$ cat src/rtl/sha_rx_pkg.sv
// Shared constants and receiver state type for the UART-to-SHA-256 message front end.
package sha_rx_pkg;

    localparam int unsigned DEFAULT_CLKS_PER_BIT = 104;
    localparam int unsigned DEFAULT_MAX_BYTES    = 55;

    localparam logic [7:0] LF  = 8'h0A;
    localparam logic [7:0] CR  = 8'h0D;
    localparam logic [7:0] PAD = 8'h80;

    typedef enum logic [2:0] {
        RX_IDLE,
        RX_START,
        RX_DATA,
        RX_STOP,
        RX_WAIT_IDLE
    } rx_state_t;

endpackage

$ cat src/rtl/uart_rx.sv
// 8N1 bit-level UART receiver with 2-flop input synchronizer and one-cycle byte strobe.
// Optional macro UART_RX_FRAME_CHECK_EN: drop bytes whose stop bit samples low.
module uart_rx
    import sha_rx_pkg::*;
#(
    parameter int unsigned CLKS_PER_BIT = DEFAULT_CLKS_PER_BIT
) (
    input  logic       CLK,
    input  logic       reset,
    input  logic       RXD,
    output logic [7:0] data,
    output logic       strobe
);

    localparam logic [15:0] BIT_LAST = 16'(CLKS_PER_BIT - 1);
    localparam logic [15:0] HALF_BIT = 16'(CLKS_PER_BIT / 2 - 1);

    logic        rxd_meta, rxd_sync;
    rx_state_t   state, state_nxt;
    logic [15:0] clk_cnt, clk_cnt_nxt;
    logic [2:0]  bit_idx, bit_idx_nxt;
    logic [7:0]  data_nxt;

    always_ff @(posedge CLK or negedge reset) begin
        if (!reset) begin
            rxd_meta <= 1'b1;
            rxd_sync <= 1'b1;
            state    <= RX_IDLE;
            clk_cnt  <= '0;
            bit_idx  <= '0;
            data     <= '0;
        end else begin
            rxd_meta <= RXD;
            rxd_sync <= rxd_meta;
            state    <= state_nxt;
            clk_cnt  <= clk_cnt_nxt;
            bit_idx  <= bit_idx_nxt;
            data     <= data_nxt;
        end
    end

    always_comb begin
        state_nxt   = state;
        clk_cnt_nxt = clk_cnt + 16'd1;
        bit_idx_nxt = bit_idx;
        data_nxt    = data;
        strobe      = 1'b0;
        case (state)
            RX_IDLE: begin
                clk_cnt_nxt = '0;
                bit_idx_nxt = '0;
                if (!rxd_sync) state_nxt = RX_START;
            end
            RX_START: begin
                // a line that is high again at mid start bit was only a glitch
                if (clk_cnt == HALF_BIT) begin
                    clk_cnt_nxt = '0;
                    state_nxt   = rxd_sync ? RX_IDLE : RX_DATA;
                end
            end
            RX_DATA: begin
                if (clk_cnt == BIT_LAST) begin
                    clk_cnt_nxt = '0;
                    data_nxt    = {rxd_sync, data[7:1]};
                    bit_idx_nxt = bit_idx + 3'd1;
                    if (bit_idx == 3'd7) state_nxt = RX_STOP;
                end
            end
            RX_STOP: begin
                if (clk_cnt == BIT_LAST) begin
                    clk_cnt_nxt = '0;
                    state_nxt   = RX_IDLE;
`ifdef UART_RX_FRAME_CHECK_EN
                    if (rxd_sync) strobe = 1'b1;
                    else          state_nxt = RX_WAIT_IDLE;
`else
                    strobe = 1'b1;
`endif
                end
            end
            RX_WAIT_IDLE: begin
                clk_cnt_nxt = '0;
                if (rxd_sync) state_nxt = RX_IDLE;
            end
            default: begin
                clk_cnt_nxt = '0;
                state_nxt   = RX_IDLE;
            end
        endcase
    end

endmodule

$ cat src/rtl/uart_msg_rx.sv
// Collects UART bytes into one SHA-256-padded 512-bit block, terminated by LF.
// Optional macro UART_RX_FRAME_CHECK_EN is forwarded to the bit-level receiver.
module uart_msg_rx
    import sha_rx_pkg::*;
#(
    parameter int unsigned CLKS_PER_BIT = DEFAULT_CLKS_PER_BIT,
    parameter int unsigned MAX_BYTES    = DEFAULT_MAX_BYTES
) (
    input  logic         CLK,
    input  logic         reset,
    input  logic         RXD,
    input  logic         msg_ready,
    output logic [0:511] msg,
    output logic         msg_valid,
    output logic         overflow
);

    localparam int unsigned CNT_W = $clog2(MAX_BYTES + 1);

    logic [7:0]       rx_data;
    logic             rx_strobe;
    logic [7:0]       mem [MAX_BYTES];
    logic [CNT_W-1:0] count, cnt_eff;
    logic             accept, take, is_lf, is_cr, store;
    logic [0:511]     blk;

    uart_rx #(.CLKS_PER_BIT(CLKS_PER_BIT)) u_rx (
        .CLK    (CLK),
        .reset  (reset),
        .RXD    (RXD),
        .data   (rx_data),
        .strobe (rx_strobe)
    );

    // on acceptance the incoming byte already belongs to the next message
    assign accept  = msg_valid && msg_ready;
    assign cnt_eff = accept ? '0 : count;
    assign take    = rx_strobe && (!msg_valid || accept);
    assign is_lf   = (rx_data == LF);
    assign is_cr   = (rx_data == CR);
    assign store   = take && !is_lf && !is_cr && (cnt_eff < CNT_W'(MAX_BYTES));

    always_ff @(posedge CLK) begin
        if (store) mem[cnt_eff] <= rx_data;
    end

    always_comb begin
        blk = '0;
        for (int unsigned i = 0; i < MAX_BYTES; i++) begin
            if (i < 32'(cnt_eff)) blk[8*i +: 8] = mem[i];
        end
        blk[int'(cnt_eff)*8 +: 8] = PAD;
        blk[448 +: 64]            = 64'(cnt_eff) << 3;
    end

    always_ff @(posedge CLK or negedge reset) begin
        if (!reset) begin
            count     <= '0;
            msg       <= '0;
            msg_valid <= 1'b0;
            overflow  <= 1'b0;
        end else begin
            count <= cnt_eff;
            if (accept) begin
                msg_valid <= 1'b0;
                overflow  <= 1'b0;
            end
            if (take) begin
                if (is_lf) begin
                    msg       <= blk;
                    msg_valid <= 1'b1;
                end else if (!is_cr) begin
                    if (store) count    <= cnt_eff + 1'b1;
                    else       overflow <= 1'b1;
                end
            end
        end
    end

endmodule
$ cat config.mk
export PLATFORM = sky130hd
export DESIGN_NAME = uart_msg_rx
export DESIGN_NICKNAME = d
export VERILOG_FILES = /design/src/rtl/sha_rx_pkg.sv /design/src/rtl/uart_rx.sv /design/src/rtl/uart_msg_rx.sv
export SDC_FILE = /design/constraint.sdc
export NUM_CORES = 1
export LEC_CHECK = 0
export ABC_AREA = 1
export ABC_CLOCK_PERIOD_IN_PS = 3200
export BUFFER_PORTS_ARGS = -buffer_cell sky130_fd_sc_hd__buf_2
export CORE_MARGIN = 1
export CORE_UTILIZATION = 50
export DETAILED_ROUTE_END_ITERATION = 8
export HOLD_SLACK_MARGIN = 0.06
export PLACE_DENSITY = 0.71
export SYNTH_ARGS = -nofsm -noshare
export SYNTH_HDL_FRONTEND = slang
export SYNTH_SLANG_ARGS = --single-unit
$ cat constraint.sdc
create_clock -name CLK -period 3.2 [get_ports CLK]
set_clock_uncertainty 0.05 [all_clocks]
set_input_delay 0.64 -clock CLK [delete_from_list [all_inputs] [get_ports CLK]]
set_output_delay 0.64 -clock CLK [all_outputs]
set_load 0.005 [all_outputs]
; ---- Word level (Yosys, flattened, before mapping)
; Memories as Yosys holds them, arrays and structs flattened.
; Cells that the tools add are included.
[word_totals]
register_bits = 494
ram_bits = 440
inputBits = 4
output_inout_bits = 514
wordCells = 191
n_memories = 1
[memory_table]
columns = memory, depth, width, read_ports, rd_clocked_by_memory_dff, wr, line
row1 = mem, 55, 8, 55, 0, 1, uart_msg_rx.sv:22  ; logic [7:0] mem [MAX_BYTES];
[classes]
addsub = 4
order_cmp = 56
n_eq_ne = 15
shifts = 2
n_mux = 86
n_bitwise = 1
reduce_logical = 16
[ops]
columns = operator, count
row1 = $shift A513 B33 Y512 const A, 1
row2 = $shiftx A513 B33 Y512 const A, 1
row3 = $bwmux W512, 1
row4 = $mux W8, 55
row5 = $lt A6 B6 Y1 const A, 23
row6 = $lt A5 B6 Y1 const A, 16
row7 = $lt A4 B6 Y1 const A, 8
row8 = $neg A32 Y33, 1
row9 = $mux W16, 2
row10 = $not A9 Y32, 1
row11 = $pmux W16 S2, 1
row12 = $mux W6, 5
row13 = $lt A3 B6 Y1 const A, 4
row14 = $mux W3, 7
row15 = $add A16 B1 Y16 const B, 1
row16 = $eq A16 B6 Y1 const B, 1
row17 = $eq A16 B7 Y1 const B, 1
row18 = $eq A8 B4 Y1 const B, 2
row19 = $pmux W3 S5, 1
row20 = $lt A1 B6 Y1 const A, 2
row21 = $lt A2 B6 Y1 const A, 2
row22 = $mux W1, 12
row23 = $ne A2 B1 Y1 const B, 5
row24 = $add A6 B1 Y6 const B, 1
row25 = other kinds (16), 26

; ---- Longest topological paths before layout
; Gate-level depths: netlist (run 1).
[logic_depth]
ltp_word = 11
ltp_mapped = 14

; ---- Hierarchy
; From an unflattened synthesis (run 1), not the netlist that was laid out.
[hier_totals]
cells_unflattened = 3052
hier_area_um2 = 35072.4
[by_module_without_submodules]
columns = mod, instances, cells_per_inst, area_each_um2, seq_area_each_um2
row1 = uart_msg_rx, 1, 2859, 33470.9, 24598.6
row2 = uart_rx, 1, 193, 1601.5, 778.2

; ---- Least setup slack after synthesis (run 1)
; Ideal clock, no wire load.
[synth_path]
path_kind = register -> register
startpoint = register u_rx.data[0]
endpoint = memory mem[17][0], enable pin
setup_time_ns = 0.371
arrival_time_ns = 2.451
t_required_ns = 2.779
setup_slack_ns = 0.328
stages_incl_launch_ff = 10
path_cell_list = dfrtp_1 > inv_1 > nand2_1 > nor2_1 > nand2_1 > nand2_1 > nor2_1 > buf_2 > nand4_1 > nor2_1
[synth_via]
elab_chain_len = 7
elab_cells_between_ends = 9
cone_classes = 2 x eq/ne / 2 x mux / 5 x reduce/logical
[synth_rtl]
columns = item, line
row1 = "start, declared", uart_rx.sv:11  ; output logic [7:0] data,
row2 = "start signal, assigned", uart_rx.sv:38  ; data <= data_nxt;
row3 = $eq A8 B4 Y1, uart_msg_rx.sv:39  ; assign is_lf = (rx_data == LF);
row4 = $logic_not A1 Y1, uart_msg_rx.sv:41  ; assign store = take && !is_lf && !is_cr && (cnt_eff < CNT_W'(MAX_BYTES));
row5 = $logic_and A1 B1 Y1, uart_msg_rx.sv:41
row6 = $logic_and A1 B1 Y1 (*) (2 in a row), uart_msg_rx.sv:41
row7 = $mux W1 (*), uart_msg_rx.sv:44  ; if (store) mem[cnt_eff] <= rx_data;
row8 = $mux W1 (implied by the code) (*), uart_msg_rx.sv:44
row9 = "end, declared", uart_msg_rx.sv:22
; Mark *: on every way between the ends. The rest lies on a longest branch, timed or not.

; ---- Worst setup path after layout (run 1)
[layout_path]
startpoint = register count[0]
endpoint = register msg[50] (netlist bit)
[layout_via]
elab_chain_len = 5
elab_cells_between_ends = 8
cone_classes = 1 x add/sub / 1 x order compare / 2 x shift / 3 x mux / 1 x bitwise
[layout_rtl]
columns = item, line
row1 = "start, declared", uart_msg_rx.sv:23  ; logic [CNT_W-1:0] count, cnt_eff;
row2 = "start signal, assigned", uart_msg_rx.sv:63  ; count <= cnt_eff;
row3 = "start signal, assigned", uart_msg_rx.sv:73  ; if (store) count <= cnt_eff + 1'b1;
row4 = $mux W6 (*), uart_msg_rx.sv:37  ; assign cnt_eff = accept ? '0 : count;
row5 = "via blk, one bit", uart_msg_rx.sv:25  ; logic [0:511] blk;
row6 = $not A9 Y32 (implied by the code), uart_msg_rx.sv:52  ; blk[int'(cnt_eff)*8 +: 8] = PAD;
row7 = $neg A32 Y33, uart_msg_rx.sv:52
row8 = $shiftx A513 B33 Y512 / $shift A513 B33 Y512 (equally long branches), uart_msg_rx.sv:52
row9 = $bwmux W512 (*), uart_msg_rx.sv:52
row10 = "end signal, assigned", uart_msg_rx.sv:70  ; msg <= blk;
row11 = "end, declared", uart_msg_rx.sv:13  ; output logic [0:511] msg,
; The timed path passes the listed nets; every way through them passes the cells marked *.
; A chain may end at the register's enable or synchronous reset.

==> impl_metrics.tcl, run 1 <==
set metrics [dict create \
    rows 96 \
    antenna_found_initial 2 \
    dp_hpwl_mm 67.58 \
    antennaDiodeCount 0 \
    initial_core_util 0.5079 \
    end_kind "flop" \
    netlist_area_sq_mm 0.03502 \
    wl_mm 101.5 \
    required_ps 3630 \
    synth-seq-cells 926 \
    slew_viol_final 0 \
    period_minus_slack_ps 2953 \
    syn_to_final_growth_pct 19.53 \
    final_layout_size_suffix_gt1_frac 0.2059 \
    post_drt_wl_per_cell_microns 21.74 \
    cts_num_sinks 926 \
    finalHoldViolations 0 \
    grt_overflow 0 \
    grt_setup_unrepaired "false" \
    power_leakage_nw 20.96 \
    critPathKind "reg2reg" \
    gp_congestion 0.9662 \
    cp.arrival_ps 3390 \
    max_slew_margin 0.3384 \
    synth_area_per_cell_sq_um 11.38 \
    clk_pin_slew_ps 70 \
    dieWidth_microns 266.7 \
    die_area_sq_mm 0.07110 \
    fin_setup_tns_ps 0 \
    cts_max_path_buffers 3 \
    synth_top_area_cell "edfxtp_1" \
    ys_types 36 \
    ys_seq_area_frac 0.7246 \
    worstMarginPinSlew_ps 992.4 \
    setup_viol 0 \
    synth_area_leaders "edfxtp_1, dfrtp_1, nand2_1, nand3_1, o21ai_0" \
    grt_max_degree 143 \
    min_path_type "in2reg" \
    pin_count 518 \
    peakVddDrop_uv 432.0 \
    synthCells 3078 \
    yosysWarnings 0 \
    synth_top_area_share 0.3773 \
    io_buffers 452 \
    grt_pass1_wl_mm 150.6 \
    drtAntennaViolNets 0 \
    coreArea_sq_mm 0.06895 \
    viasPerCell 5.321 \
    first_pass_iters 8 \
    final_util 0.6071 \
    status "finished, final reports clean" \
    drc 0 \
    grt_pass1_vias 23840 \
    die-height_microns 266.7 \
    power_density_mw_per_mm2 552.3 \
    mostFrequentLayoutCells "nand2_1, dfrtp_1, buf_2" \
    drt-initial-drc-count 2518 \
    cts_buffers 90 \
    final_common_cell "nand2_1" \
    maxCapViolCount 0 \
    start_kind "flop" \
    via_count 24850 \
    cts_tree "built" \
    period_share 0.9229 \
    clk_latency_ps 660 \
    grt_use_total 0.2869 \
    fin_nets 3674 \
    fmax_mhz 338.6 \
    crit_fanout 8 \
    cts-root-buf "clkbuf_16" \
    ctsHtreeMaxLevel 3 \
]
## power breakdown
group	switching, W	leakage [nW]	internal, W
logic	0.000184	7.65	0.0000376
registers	0.00000287	11.9	0.0124
clock network	0.00454	1.43	0.00597
total	0.00473	21.0	0.0184
## per-layer routing
layer | global-route usage | part of all wire
met4 | 0.1019 | 0.031
met1 | 0.3948 | 0.41
met2 | 0.4567 | 0.47
met3 | 0.05637 | 0.082
met5 | 0 | 0.00013
## registers in the layout, indices dropped and copies added (netlist names)
signal,count
msg,447
count,6
u_rx.rxd_sync,1
u_rx.rxd_meta,1
u_rx.clk_cnt,16
u_rx.data,8
u_rx.bit_idx,3
overflow,1
u_rx.state,2
mem,440
msg_valid,1
## cell families after synthesis
| logic type | count (synthesis) | share of synthesized area |
|---|---|---|
| flops | 926 | 0.7246 |
| simple gates | 1615 | 0.1907 |
| xor+xnor | 2 | 0.0005003 |
| fa+ha+maj | 9 | 0.003215 |
| compound gates | 235 | 0.03487 |
| buf+inv | 290 | 0.04602 |
| other cells | 1 | 0.0001071 |
## cell type report
cell class              instances  area, sq um
well taps                     931         1165
multi-input cells            1926         8277
inverters                     102        390.4
flip-flops and latches        926        25400
repair buffers                615         3689
fillers                      5641        27090
clock buffers                 128         2574
clock inverters                42        369.1
## critical path, stage by stage, from the launching register on
cell,delay [ps]
dfrtp_1,440
inv_1,230
nor2_1,110
buf_4,160
inv_1,140
ha_1,250
inv_1,60
nor2_1,630
nand2_1,400
nand3_1,200
o21ai_0,90
## cell usage after synthesis (all sizes together)
cell	number
a21boi	4
a21oi	25
a22o	1
a22oi	5
and2	2
buf	158
clkbuf	30
clkinv	5
conb	1
dfrtp	484
dfstp	2
edfxtp	440
ha	9
inv	97
nand2	1011
nand3	382
nand3b	1
nand4	34
nor2	168
nor3	17
o21a	1
o21ai	195
o21bai	3
o22ai	1
xor2	2
## final timing paths
path | start | to | slack, ps | depth (start not counted)
min reg2reg | u_rx.rxd_meta | u_rx.rxd_sync | 320 | 0
max in group asynchronous | reset | msg[367] | 1580 | 3
min | msg_ready | msg_valid | 160 | 2
max reg2reg | count[0] | msg[50] | 250 | 10
max | count[0] | msg[50] | 250 | 10
min in group asynchronous | reset | msg[274] | 460 | 2
## stage by stage
step | hold slack [ps] | cells | total power, W | area [sq um] | setup WS [ps]
3_5_place_dp | 311.1 | 4498 | 0.01285 | 38900 | 35.81
3_3_place_gp | 303.3 | 4498 | 0.01285 | 38900 | 87.68
2_1_floorplan | 294.4 | 3142 | 0.01272 | 35260 | 328.2
4_1_cts | 138.6 | 4670 | 0.02327 | 41860 | 300.5
5_1_grt | 164.0 | 4670 | 0.02373 | 41860 | 83.35
6_report | 163.5 | 4670 | 0.02312 | 41860 | 246.7
## repair_timing
| item | CTS | global route |
|---|---|---|
| endpoints found under the setup margin | 0 | 0 |
| hold buffers | 2 | 0 |
| endpoints found under the hold margin | 40 | 0 |
| setup buffers | 0 | 0 |
| gates resized for setup | 0 | 0 |
Note: power is estimated with default switching activity, not from simulation.
==> run 2: changes to the inputs <==
Settings changed: SYNTH_HIERARCHICAL set to 1.
==> impl_metrics.tcl, run 2 <==
set metrics [dict create \
    async_reset_ff_frac 0.5248 \
    synth_area_leaders "edfxtp_1, dfrtp_1, nand2_1, nand3_1, o21ai_0" \
    path_buf_inv 4 \
    cp_common_cell "nand2_2" \
    regMostFlops "msg" \
    max_slew_margin 0.3276 \
    die-height_microns 266.9 \
    grt_pass1_wl_mm 147.4 \
    period_minus_slack_ps 2949 \
    drt-initial-drc-count 2567 \
    synth_edf_count 440 \
    ys_types 43 \
    slew_viol_final 0 \
    top_regs "msg x447, mem x440, u_rx/clk_cnt x16" \
    synth_area_per_cell_sq_um 11.49 \
    clk_latency_ps 650 \
    synth_commonest_cells "nand2_1, dfrtp_1, edfxtp_1, nand3_1, o21ai_0" \
    yosysWarnings 6 \
    end_kind "flop" \
    yosysMostFrequentCell "nand2_1" \
    setup_viol 0 \
    top_usage_layer "met2" \
    coreArea_sq_mm 0.06895 \
    first_pass_iters 6 \
    grt_overflow 0 \
    maxCapViolCount 0 \
    place_inst 4490 \
    initial_core_util 0.5087 \
    final_common_cell "nand2_1" \
    dieWidth_microns 266.9 \
    finalHoldViolations 0 \
    synth_top_area_share 0.3767 \
    cts.repair_timing.setup_buffer_count 0 \
    critPathKind "reg2reg" \
    grt_pass1_vias 23540 \
    cts_tree "built" \
    period_share 0.9217 \
    rows 96 \
    post_drt_wl_per_cell_microns 21.60 \
    fin_nets 3667 \
    met2_usage 0.4655 \
    grt_max_degree 72 \
    cts_max_path_buffers 3 \
    ys_seq_area_frac 0.7236 \
    required_ps 3490 \
    status "finished, final reports clean" \
    clk_pin_slew_ps 60 \
    ctsHtreeMaxLevel 3 \
    synthFlopType "dfrtp_1" \
    use_met3 0.05978 \
    pin_count 518 \
    min_path_type "reg2reg" \
    peakVddDrop_uv 456.0 \
    antenna_found_initial 0 \
    io_buffers 452 \
    total_power_w 0.02303 \
    dp_hpwl_mm 68.56 \
    power_leakage_nw 20.69 \
    final_layout_size_suffix_gt1_frac 0.2248 \
    drc 0 \
    syn_to_final_growth_pct 19.80 \
    cp.arrival_ps 3240 \
    critical-path-slowest-cell "dfrtp_1" \
    cts_num_sinks 926 \
    start_kind "flop" \
    cts-root-buf "clkbuf_16" \
    cts_buffers 91 \
    power_density_mw_per_mm2 548.1 \
    critical_path.max_stage_delay_ps 360 \
    met1_usage 0.3711 \
    drtAntennaViolNets 0 \
    mostFrequentLayoutCells "nand2_1, dfrtp_1, buf_2" \
    cp_cell_sequence "ha_1 > nand2_2 > clkinv_1 > nand2_2 > nor2_4 > nand2_1 > nor3_1 > nand2_2 > inv_2 > nand3_1 > nor2_4 > buf_4 > nand2_2 > nor2_1 > buf_4" \
    worstMarginPinSlew_ps 1009 \
    synth-seq-cells 926 \
    die_area_sq_mm 0.07121 \
    grt_setup_unrepaired "false" \
    netlist_area_sq_mm 0.03507 \
    largest_reg_flops 447 \
    antennaDiodeCount 0 \
    wl_mm 100.7 \
    gp_congestion 0.9681 \
    synth_top_area_cell "edfxtp_1" \
    r2r_slack_ps 250 \
    via_count 24490 \
    viasPerCell 5.250 \
    synthCells 3052 \
    fmax_mhz 339.1 \
    fin_cells 4664 \
    grt_use_total 0.2837 \
    crit_family "simple AND/OR/NAND/NOR gates" \
    crit_fanout 9 \
]
==> run 2: changes by cell type after synthesis, sizes merged, moves of 17 or more <==
cell / previous run / this run
nand4: 34 / 16
inv: 97 / 183
o21ai: 195 / 212
clkbuf: 30 / 13
nand3: 382 / 266
==> run 2: per-stage QoR <==
| stage | setup TNS, ps | area, sq um | utilization | hold WS (ps) | setup slack, ps |
|---|---|---|---|---|---|
| 2_1_floorplan | 0 | 35310 | - | 294.4 | 336.5 |
| 6_report | 0 | 42020 | 0.6094 | 323.4 | 250.7 |
| 3_3_place_gp | 0 | 39060 | 0.5666 | 315.5 | 20.44 |
| 3_5_place_dp | -253.3 | 39060 | 0.5666 | 313.3 | -31.69 |
| 5_1_grt | 0 | 42020 | 0.6094 | 339.0 | 14.81 |
| 4_1_cts | 0 | 42010 | 0.6094 | 327.1 | 149.1 |
==> run 2: worst paths after layout <==
path                                  from             to  cells after the start
setup / recovery           u_rx/clk_cnt[0]     mem[45][4]                     15
hold / removal               u_rx/rxd_meta  u_rx/rxd_sync                      0
setup reg to reg           u_rx/clk_cnt[0]     mem[45][4]                     15
hold reg to reg              u_rx/rxd_meta  u_rx/rxd_sync                      0
max in group asynchronous            reset       msg[408]                      3
min in group asynchronous            reset       msg[218]                      2
==> run 2: timing repair <==
item | CTS | global route
setup endpoints to repair | 39 | 269
endpoints found under the hold margin | 52 | 0
gates resized for setup | 2 | 1
hold buffers | 2 | 0
==> run 2: logic make-up after synthesis <==
family,share of synthesized area
xor+xnor,0.001748
simple gates,0.1786
other cells,0.0001069
buf+inv,0.04813
fa+ha+maj,0.003211
compound gates,0.04463
flops,0.7236
==> run 2: report_power, final <==
part	switching, W	leakage [nW]	internal, W
combinational	0.000151	7.52	0.0000258
sequential	0.00000124	11.7	0.0124
clock	0.00447	1.43	0.00600
==> run 2: cell type report <==
class / count / area (sq um)
sequential: 926 / 25390
fill: 5505 / 26930
tap: 931 / 1165
clock inverter: 39 / 357.8
clock buffer: 133 / 2567
multi-input combinational: 1849 / 8265
inverter: 185 / 696.9
timing repair buffer: 601 / 3571
==> run 2: layer usage <==
layer / part of all wire / vias up / routed length [microns]
li1: - / 11170 / -
met1: 0.39 / 12030 / 39450
met2: 0.49 / 1099 / 49110
met3: 0.086 / 192 / 8631
met4: 0.035 / 0 / 3545
met5: 0 / - / 0
